File: src/rtl/fetch_pkg.sv
`default_nettype none
// ============================================================================
// Module   : fetch_pkg
// Brief    : Shared constants and lane-packing helpers for the fetch slot.
// Revision : 1.0  initial release
// ============================================================================
package fetch_pkg;

  // Lane-0 reset PC; lane k starts PC_STRIDE*k bytes above it
  localparam logic [31:0] FETCH_RESET_PC = 32'h1c00_0000;
  localparam int          FETCH_EXC_W    = 7;
  localparam int          FETCH_INST_W   = 32;
  localparam int          PC_STRIDE      = 4;

  // Bit offset of a lane inside a packed multi-lane vector (lane 0 in LSBs)
  function automatic int lane_lsb(input int lane, input int width);
    return lane * width;
  endfunction

endpackage
`default_nettype wire

File: src/rtl/fetch_drop_counter.sv
`default_nettype none
// ============================================================================
// Module   : fetch_drop_counter
// Brief    : Saturating up/down count of outstanding cancelled memory
//            requests, with a sticky overflow flag.
// Revision : 1.0  initial release
// ============================================================================
module fetch_drop_counter #(
  parameter  int MAX_DROP = 3,
  localparam int CNT_W    = $clog2(MAX_DROP + 1)
) (
  input  logic             clk,
  input  logic             rst_n,
  input  logic             inc,
  input  logic             dec_req,
  output logic [CNT_W-1:0] cnt,
  output logic             drop,
  output logic             ovf
);

  logic [CNT_W-1:0] r_cnt;
  logic             r_ovf;
  logic             w_dec;
  logic             w_sat;
  logic [CNT_W-1:0] w_cnt_nxt;

  // A response only retires a drop when one is outstanding; a cancel at the
  // ceiling with nothing retiring is lost and flagged.
  always_comb begin
    w_dec     = dec_req && (r_cnt != '0);
    w_sat     = inc && !w_dec && (r_cnt == CNT_W'(MAX_DROP));
    w_cnt_nxt = r_cnt;
    if (inc && !w_dec && !w_sat) begin
      w_cnt_nxt = r_cnt + CNT_W'(1);
    end else if (!inc && w_dec) begin
      w_cnt_nxt = r_cnt - CNT_W'(1);
    end
  end

  // Count register and sticky overflow, cleared only by reset
  always_ff @(posedge clk) begin
    if (!rst_n) begin
      r_cnt <= '0;
      r_ovf <= 1'b0;
    end else begin
      r_cnt <= w_cnt_nxt;
      if (w_sat) begin
        r_ovf <= 1'b1;
      end
    end
  end

  assign cnt  = r_cnt;
  assign drop = (r_cnt != '0);
  assign ovf  = r_ovf;

endmodule
`default_nettype wire

File: src/rtl/fetch_slot_reg.sv
`default_nettype none
// ============================================================================
// Module   : fetch_slot_reg
// Brief    : pre-IF -> IF slot register: lane PCs, exception tags, request
//            flag, prediction buffer, cancelled-response tracking and a
//            one-entry held response buffer.
// Revision : 1.0  initial release
// ============================================================================
module fetch_slot_reg
  import fetch_pkg::*;
#(
  parameter int               LANES    = 2,
  parameter int               PC_W     = 32,
  parameter int               EXC_W    = FETCH_EXC_W,
  parameter int               PR_W     = 64,
  parameter int               INST_W   = FETCH_INST_W,
  parameter int               MAX_DROP = 3,
  parameter logic [PC_W-1:0]  RESET_PC = PC_W'(FETCH_RESET_PC)
) (
  input  logic                          clk,
  input  logic                          rst_n,
  input  logic                          in_valid_i,
  input  logic                          if_allowin_i,
  input  logic                          excep_flush_i,
  input  logic                          branch_flush_i,
  input  logic [LANES*PC_W-1:0]         in_pc_i,
  input  logic [LANES-1:0]              in_exc_en_i,
  input  logic [LANES*EXC_W-1:0]        in_exc_type_i,
  input  logic                          in_req_i,
  output logic                          if_valid_o,
  output logic [LANES*PC_W-1:0]         pc_o,
  output logic [LANES-1:0]              exc_en_o,
  output logic [LANES*EXC_W-1:0]        exc_type_o,
  output logic                          req_o,
  input  logic                          pr_we_i,
  input  logic [PR_W-1:0]               pr_data_i,
  output logic [PR_W-1:0]               pr_data_o,
  input  logic                          cancel_i,
  input  logic                          resp_valid_i,
  input  logic [LANES*INST_W-1:0]       resp_data_i,
  input  logic                          buf_hold_i,
  input  logic                          buf_consume_i,
  output logic                          drop_o,
  output logic                          buf_valid_o,
  output logic [LANES*INST_W-1:0]       buf_data_o,
  output logic [$clog2(MAX_DROP+1)-1:0] drop_cnt_o,
  output logic                          drop_ovf_o
);

  logic                    w_flush;
  logic                    w_load;
  logic                    w_buf_load;
  logic                    w_drop;
  logic                    r_valid;
  logic [LANES*PC_W-1:0]   r_pc;
  logic [LANES-1:0]        r_exc_en;
  logic [LANES*EXC_W-1:0]  r_exc_type;
  logic                    r_req;
  logic [PR_W-1:0]         r_pr_data;
  logic                    r_buf_valid;
  logic [LANES*INST_W-1:0] r_buf_data;

  assign w_flush = excep_flush_i || branch_flush_i;
  assign w_load  = in_valid_i && if_allowin_i;
  // A consume in the same cycle frees the entry for the incoming response
  assign w_buf_load = resp_valid_i && !w_drop && buf_hold_i &&
                      (!r_buf_valid || buf_consume_i);

  // Per-lane PC register; each lane has its own reset address
  for (genvar k = 0; k < LANES; k++) begin : g_lane_pc
    always_ff @(posedge clk) begin
      if (!rst_n) begin
        r_pc[lane_lsb(k, PC_W) +: PC_W] <= RESET_PC + PC_W'(PC_STRIDE * k);
      end else if (w_load) begin
        r_pc[lane_lsb(k, PC_W) +: PC_W] <= in_pc_i[lane_lsb(k, PC_W) +: PC_W];
      end
    end
  end

  // Remaining payload follows the PC; flush deliberately leaves it alone
  always_ff @(posedge clk) begin
    if (!rst_n) begin
      r_exc_en   <= '0;
      r_exc_type <= '0;
      r_req      <= 1'b0;
    end else if (w_load) begin
      r_exc_en   <= in_exc_en_i;
      r_exc_type <= in_exc_type_i;
      r_req      <= in_req_i;
    end
  end

  // Slot valid handshake; a flush kills the slot even while it is loading
  always_ff @(posedge clk) begin
    if (!rst_n) begin
      r_valid <= 1'b0;
    end else if (w_flush) begin
      r_valid <= 1'b0;
    end else if (if_allowin_i) begin
      r_valid <= in_valid_i;
    end
  end

  // Prediction payload, written independently of the slot handshake
  always_ff @(posedge clk) begin
    if (!rst_n) begin
      r_pr_data <= '0;
    end else if (pr_we_i) begin
      r_pr_data <= pr_data_i;
    end
  end

  // Held response buffer; flush drops the entry since its slot is gone
  always_ff @(posedge clk) begin
    if (!rst_n) begin
      r_buf_valid <= 1'b0;
      r_buf_data  <= '0;
    end else if (w_flush) begin
      r_buf_valid <= 1'b0;
    end else if (w_buf_load) begin
      r_buf_valid <= 1'b1;
      r_buf_data  <= resp_data_i;
    end else if (buf_consume_i) begin
      r_buf_valid <= 1'b0;
    end
  end

  // Cancelled responses keep arriving after a flush, so the counter only
  // sees cancels and responses, never the flush.
  fetch_drop_counter #(
    .MAX_DROP (MAX_DROP)
  ) u_drop_counter (
    .clk     (clk),
    .rst_n   (rst_n),
    .inc     (cancel_i),
    .dec_req (resp_valid_i),
    .cnt     (drop_cnt_o),
    .drop    (w_drop),
    .ovf     (drop_ovf_o)
  );

  assign if_valid_o  = r_valid;
  assign pc_o        = r_pc;
  assign exc_en_o    = r_exc_en;
  assign exc_type_o  = r_exc_type;
  assign req_o       = r_req;
  assign pr_data_o   = r_pr_data;
  assign drop_o      = w_drop;
  assign buf_valid_o = r_buf_valid;
  assign buf_data_o  = r_buf_data;

endmodule
`default_nettype wire

File: config.mk
export PLATFORM = sky130hd
export DESIGN_NAME = fetch_slot_reg
export DESIGN_NICKNAME = d
export VERILOG_FILES = /design/src/rtl/fetch_pkg.sv /design/src/rtl/fetch_drop_counter.sv /design/src/rtl/fetch_slot_reg.sv
export SDC_FILE = /design/constraint.sdc
export NUM_CORES = 1
export LEC_CHECK = 0
export CORE_AREA = 3 3 168 170
export CTS_BUF_LIST = sky130_fd_sc_hd__clkbuf_4
export DETAILED_ROUTE_END_ITERATION = 10
export DIE_AREA = 0 0 171 173
export PLACE_DENSITY_LB_ADDON = 0.12
export SYNTH_ARGS = -nofsm -noshare
export SYNTH_HDL_FRONTEND = slang
export SYNTH_SLANG_ARGS = --single-unit
File: constraint.sdc
create_clock -name clk -period 2.1 [get_ports clk]
set_input_delay 0.42 -clock clk [delete_from_list [all_inputs] [get_ports clk]]
set_output_delay 0.42 -clock clk [all_outputs]
set_load 0.05 [all_outputs]
-- Word level (Yosys, flattened, before mapping)
Index checks and enable logic that the tools add are counted.
- add/subtract/negate cells: 2
- equality and inequality tests: 1
- muxes and demuxes: 4
- bitwise logic cells: 2
- reductions and logical operators: 21
- operators by type and width (kind ; number):
    logical AND 1 bit ; 9
    nonzero test 2 bit ; 3
    zero test 1 bit ; 5
    two-way mux 2 bit ; 2
    adder 2 x 1 -> 2 bit, second input constant ; 1
    equality test 2 bit, second input constant ; 1
    logical OR 1 bit ; 2
    two-way mux 1 bit ; 2
    NOT 1 bit ; 2
    AND reduction 2 bit ; 1
    OR reduction 2 bit ; 1
    subtractor 2 x 1 -> 2 bit, second input constant ; 1
- bits in registers: 214
- logic and storage cells: 41

-- Longest topological paths before layout
Gate-level depths: netlist (run 1).
- word-level depth: 8
- mapped depth: 6
- depth with buffers taken out: 3

-- Hierarchy
A second synthesis (run 1) with hierarchy kept.
- cell total of the unflattened synthesis: 863
- area total of the unflattened synthesis: 8182.8 µm²
- by module, submodules not included (module ; instances ; cells each ; area each (µm²) ; seq. area each (µm²)):
    fetch_slot_reg ; 1 ; 845 ; 8027.7 ; 4224.1
    fetch_drop_counter ; 1 ; 18 ; 155.1 ; 60.1

-- Worst setup path before layout (run 1)
No wires, ideal clock.
- path type: register to register
- from: register u_drop_counter.r_cnt[0], in the netlist u_drop_counter.cnt[0]
- to: register r_buf_data[10], in the netlist buf_data_o[10]
- library setup time: 0.118 ns
- arrival time: 1.548 ns
- slack: 0.434 ns
- cell stages (with the launch flop): 7
- path buffers: 3
- clock period less this slack: 1.666 ns
- cells stage by stage: dfxtp_1 buf_6 nand4bb_1 and3b_1 buf_12 buf_12 mux2i_1
- longest elaborated chain between the ends: 6
- RTL lines (element ; RTL line ; text):
    start: declaration ; fetch_drop_counter.sv:21 ; logic [CNT_W-1:0] r_cnt;
    start signal: assignment ; fetch_drop_counter.sv:46 ; r_cnt <= w_cnt_nxt;
    nonzero test 2 bit ; fetch_drop_counter.sv:54 ; assign drop = (r_cnt != '0);
    zero test 1 bit ; fetch_slot_reg.sv:66 ; assign w_buf_load = resp_valid_i && !w_drop && buf_hold_i &&
    logical AND 1 bit (3 in a row) ; fetch_slot_reg.sv:66 ;
    AND reduction 2 bit (no line) ; - ;
    end signal: assignment ; fetch_slot_reg.sv:122 ; r_buf_data <= resp_data_i;
    end: declaration ; fetch_slot_reg.sv:61 ; logic [LANES*INST_W-1:0] r_buf_data;
No other way between the ends.
A chain may end at the register's enable or synchronous reset.

-- Final worst setup path (run 1)
- from: register r_buf_data[58], in the netlist buf_data_o[58]
- to: output buf_data_o[58]
- RTL lines (element ; RTL line ; text):
    end: declaration ; fetch_slot_reg.sv:45 ; output logic [LANES*INST_W-1:0] buf_data_o,
No word-level cell between the ends.

==> run summary, run 1 <==
first-pass GRT wire length - 41800 um
GR Overflow Total - 0
count of state elements after synthesis - 214
share of layout cells above drive strength 1 - 10.2%
Finished Cell Area - 13400 sq um
Post-synth EDFFs - 0
HPWL Detailed - 20100 um
Worst Path Required - 1.68 ns
slowest stage delay, CP - 0.59 ns
hold path cells - 2
Fill cells - 2676
worst skew pair latency - 0.66 ns
total CTS buffers - 60
Die Y - 173 um
Final Hold Viols - 0
Power Density - 743 nW/um^2
cells along the critical path - dlygate4sd2_1
Setup Buffers After CTS - 0
Worst Clk Skew - 0.0186 ns
CTS tree - yes
# Max-Cap Violations - 0
crit share post-route - 95.1%
CP startpoint kind - flip-flop
Worst path depth - 1
largest net degree at the start of global routing - 74
GRT Overall Usage - 17.8%
# rows - 60
Die Area - 29600 sq um
vias in the first global route - 7501
RD Place Congestion - 0.782
status - finished clean
synth warn - 0
commonest cells after routing, fill and taps aside - nand2_1 (291), clkdlybuf4s50_1 (217), dfxtp_1 (213), dlygate4sd2_1 (195), mux2i_1 (128)
Multi-input gate area - 3520 sq um
Unique masters post-synth - 29
# IOs - 435
register area - 4290 sq um
Reg clk slew, reported paths - 0.07 ns
CP max FO - 2
Post-Syn Area - 8300 sq um
Nets - 1537
post-route setup slack - 0.103 ns
WS Path Type - flip-flop to primary output
Core Area - 26900 sq um
drt wl/cell - 16.1 um
starting density of the core - 30.9%
via count - 7363
clk buf depth - 3
worst rel slew slack - 61.4%
setup total negative slack - 0 ns
Arr. time, crit path - 1.58 ns
DRC viols - 0
Lkg Pwr - 6.04 nW
type of the tightest min-delay check - input pin to flip-flop
worst hold slack - 0.198 ns
Period minus WS final - 2.00 ns
dpl ws - -0.0796 ns
Slew Limit Fails - 0
DR iter-0 viols - 215
CTS Root Cell - clkbuf_4
Die Width - 171 um
final antenna-violating net count - 0
CP Buf/Inv Count - 1
Largest delay share family, worst path - buffers and inverters
Vias/cell - 4.31
Setup Viol. Count Final - 0
syn avg cell area - 9.59 sq um
Synth async-reset ratio - 0%
Syn Inst Count - 865
drt pass-1 iters - 4
RSZ-0062 raised after global routing - false
worst slew pin tran - 0.581 ns
sequential share of the synthesized area - 51.6%
initial antenna violation count - 3
Area growth syn-to-layout - 61.2%
Final Core Density - 49.8%
Critical Path Slowest Stage Cell - dlygate4sd2_1
Max Clk Rate - 501 MHz
placed instance area - 12800 sq um
reg2reg path depth - 4
htree depth - 2
port buffer count - 434
syn nets - 1085
commonest non-fill, non-tap cell in the layout - nand2_1
final wirelength - 27600 um
main flop type after synthesis - dfxtp_1
peak supply drop - 440 uV
TritonCTS Sinks - 214
CP endpoint kind - primary output
==> layer usage <==
metal / global-route usage, % / wire [um] / vias up
met5: 0.502 / 19 / -
met4: 6.20 / 678 / 2
met3: 8.30 / 3130 / 48
met2: 31.3 / 13500 / 311
met1: 18.4 / 10300 / 3251
li1: - / - / 3751
==> where the power goes <==
group / switching [mW] / internal, mW / total (mW)
Combinational: 1.07 / 0.764 / 1.84
Sequential: 0.0773 / 4.24 / 4.31
Clock: 1.75 / 2.04 / 3.79
Total: 2.90 / 7.04 / 9.93
==> registers in the layout (all words and copies together) (netlist names) <==
register	flops
buf_data_o	64
buf_valid_o	1
exc_en_o	2
exc_type_o	14
if_valid_o	1
pc_o	64
pr_data_o	64
req_o	1
u_drop_counter.cnt	2
u_drop_counter.ovf	1
==> cell usage after synthesis (2+ instances only) <==
cell type / n / area, sq um
nand2_1: 292 / 1100
dfxtp_1: 214 / 4280
mux2i_1: 128 / 1280
nor2b_1: 66 / 413
a21boi_0: 57 / 428
clkbuf_1: 31 / 116
a21boi_1: 18 / 135
clkbuf_8: 11 / 151
buf_2: 9 / 45.0
buf_12: 7 / 140
nand3_1: 7 / 35.0
a21oi_1: 3 / 15.0
buf_6: 2 / 22.5
dlygate4sd1_1: 2 / 17.5
nand2b_1: 2 / 12.5
nor2_1: 2 / 7.51
o21ai_0: 2 / 10.0
==> final cells by class <==
type	instances	share of cell area, %
multi-input combinational	587	26.3
tap	341	3.19
sequential	214	32.0
timing repair buffer	453	32.6
antenna	2	0.0374
inverter	1	0.0281
clock inverter	15	0.430
clock buffer	95	5.33
==> worst paths after layout <==
kind | slack [ns] | start | to
max reg2reg | 0.46 | u_drop_counter.cnt[0] | buf_data_o[21]
min | 0.20 | rst_n | pc_o[62]
min reg2reg | 0.45 | exc_en_o[1] | exc_en_o[1]
max | 0.10 | buf_data_o[58] | buf_data_o[58]
==> timing repair <==
action / CTS / global route
setup endpoints to repair: 202 / 5
hold buffers: 0 / 0
cloned: 0 / 0
endpoints found under the hold margin: 0 / 0
gates resized for setup: 207 / 5
==> stage by stage <==
| stage | power (mW) | std cells |
|---|---|---|
| final | 9.93 | 1708 |
| after global routing | 10.5 | 1708 |
| after CTS | 10.2 | 1706 |
| after detailed placement | 6.37 | 1596 |
| after global placement | 6.36 | 1596 |
| after floorplan | 5.49 | 865 |
==> cell families (layout without fill, tap and decap cells) <==
family / Yosys count / count (layout) / share of synthesized area [%]
compound gates: 82 / 82 / 7.25
buf+inv: 64 / 564 / 6.08
flops: 214 / 214 / 51.6
mux: 128 / 128 / 15.4
other cells: 0 / 2 / 0
simple gates: 377 / 377 / 19.6
(Power assumes the default switching activity.)
==> inputs of run 2 (changes only) <==
--- a/constraint.sdc
+++ b/constraint.sdc
@@ -3,2 +3,2 @@
 set_output_delay 0.42 -clock clk [all_outputs]
-set_load 0.05 [all_outputs]
+set_load 0.02 [all_outputs]
==> run summary, run 2 (synthesized netlist as in run 1, its figures left out) <==
status - finished clean
port buffer count - 434 (unchanged)
Largest delay share family, worst path - buffers and inverters
Area growth syn-to-layout - 61.7%
crit share post-route - 95.5% (+0.41 points)
CTS tree - yes
CTS Root Cell - clkbuf_4
final antenna-violating net count - 0 (unchanged)
Setup Viol. Count Final - 0 (unchanged)
worst skew pair latency - 0.66 ns (about the same)
cts repair resizes - 172 (-17%)
Vias/cell - 4.36 (+1.1%)
CP max FO - 2 (unchanged)
Worst Path Required - 1.68 ns (about the same)
worst rel slew slack - 69.9% (+8.5 points)
# Max-Cap Violations - 0 (unchanged)
Slew Limit Fails - 0 (unchanged)
drt pass-1 iters - 6 (+2)
Final Hold Viols - 0 (unchanged)
slowest stage delay, CP - 0.61 ns (+0.02 ns)
Die Area - 29600 sq um (unchanged)
Final Core Density - 49.9% (+0.17 points)
Core Area - 26900 sq um (unchanged)
worst slew pin tran - 0.452 ns (-0.129 ns)
CP Buf/Inv Count - 1 (unchanged)
Final Instance Count excl. Fillers - 1704 (-0.23%)
Nets - 1533 (-0.26%)
starting density of the core - 30.9% (unchanged)
Post-Place Cells - 1593 (-0.19%)
initial antenna violation count - 3 (unchanged)
reg2reg path depth - 4 (unchanged)
largest net degree at the start of global routing - 78 (+5.4%)
RD Place Congestion - 0.763 (-2.3%)
Die Y - 173 um (unchanged)
final wirelength - 27700 um (+0.34%)
clk buf depth - 3 (unchanged)
share of layout cells above drive strength 1 - 9.18% (-1.0 points)
type of the tightest min-delay check - input pin to flip-flop
Psw - 2.48 mW (-15%)
GR Overflow Total - 0 (unchanged)
Setup Buffers After CTS - 0 (unchanged)
Lkg Pwr - 6.35 nW (+5.0%)
Worst Clk Skew - 0.0202 ns (+0.00162 ns)
TritonCTS Sinks - 214 (unchanged)
total CTS buffers - 59 (-1.7%)
htree depth - 2 (unchanged)
first-pass GRT wire length - 41500 um (-0.53%)
Comb power frac - 15.0% (-3.5 points)
Die Width - 171 um (unchanged)
via count - 7425 (+0.84%)
# IOs - 435 (unchanged)
drt wl/cell - 16.2 um (+0.58%)
vias in the first global route - 7421 (-1.1%)
Switching Fraction - 25.9% (-3.2 points)
commonest non-fill, non-tap cell in the layout - nand2_1
WS Path Type - flip-flop to primary output
Sequential Power Share - 45.2% (+1.8 points)
DR iter-0 viols - 226 (+5.1%)
Clk network pwr share - 39.7% (+1.6 points)
CP endpoint kind - primary output
Reg clk slew, reported paths - 0.06 ns (about the same)
hold path cells - 2 (unchanged)
Period minus WS final - 2.01 ns (+0.00855 ns)
Pint - 7.07 mW (+0.50%)
Critical Path Slowest Stage Cell - clkdlybuf4s50_1
commonest cells after routing, fill and taps aside - nand2_1 (291), clkdlybuf4s50_1 (235), dfxtp_1 (212), dlygate4sd2_1 (167), mux2i_1 (128)
cells along the critical path - clkdlybuf4s50_1
Max Clk Rate - 499 MHz (-0.43%)
Power Density - 711 nW/um^2 (-4.2%)
Hold Buf Count CTS - 0 (unchanged)
HPWL Detailed - 19900 um (-1.4%)
peak supply drop - 395 uV (-10%)
GRT Overall Usage - 17.6% (-0.13 points)
DRC viols - 0 (unchanged)
# rows - 60 (unchanged)
Arr. time, crit path - 1.59 ns (about the same)
CP startpoint kind - flip-flop
Worst path depth - 1 (unchanged)
## run 2: changes by cell type in the layout (fill, tap and decap cells not counted), moves of 2 or more
cell,change
dlygate4sd2_1,-28
buf_4,-11
clkbuf_4,+2
dlymetal6s2s_1,+29
clkinv_1,-3
buf_12,-5
clkdlybuf4s15_1,-5
clkdlybuf4s50_1,+18
## run 2: path summary, 6_finish.rpt
path | from | end | slack [ns]
max | pr_data_o[33] | pr_data_o[33] | 0.09
min | rst_n | pc_o[10] | 0.18
max reg2reg | u_drop_counter.cnt[0] | buf_data_o[21] | 0.41
min reg2reg | pc_o[13] | pc_o[13] | 0.45
## run 2: through the flow
stage / area [sq um] / hold slack (ns) / power [mW] / worst slack (ns) / TNS [ns]
global placement: 12800 / 0.440 / 5.95 / -0.0276 / -0.879
CTS: 13400 / 0.0935 / 9.79 / 0.000163 / 0
detailed placement: 12800 / 0.447 / 5.96 / -0.0960 / -2.39
floorplan: 8300 / 0.531 / 5.09 / 0.609 / 0
global route: 13400 / 0.120 / 10.1 / -0.0000120 / -0.0000120
finish: 13400 / 0.176 / 9.55 / 0.0946 / 0
## run 2: final cells by class
class,count,area [sq um]
Multi-Input combinational cell,587,3520
Tap cell,341,427
Sequential cell,214,4290
Fill cell,2678,13500
Timing Repair Buffer,450,4410
Inverter,1,3.75
Clock buffer,97,728
Antenna cell,2,5.00
Clock inverter,12,45.0
## run 2: power groups by stage
stage / clock network, mW / registers, mW / logic [mW]
2_1_floorplan: 0 / 4.62 / 0.466
3_3_place_gp: 0 / 4.41 / 1.54
3_5_place_dp: 0 / 4.42 / 1.55
4_1_cts: 4.01 / 4.32 / 1.47
5_1_grt: 4.20 / 4.34 / 1.55
6_report: 3.80 / 4.32 / 1.44
## run 2: routing by layer
| layer | track usage (%) | routed length, um |
|---|---|---|
| met3 | 8.32 | 3170 |
| met5 | 0 | 19 |
| met4 | 5.40 | 622 |
| met1 | 18.6 | 10300 |
| met2 | 31.1 | 13500 |
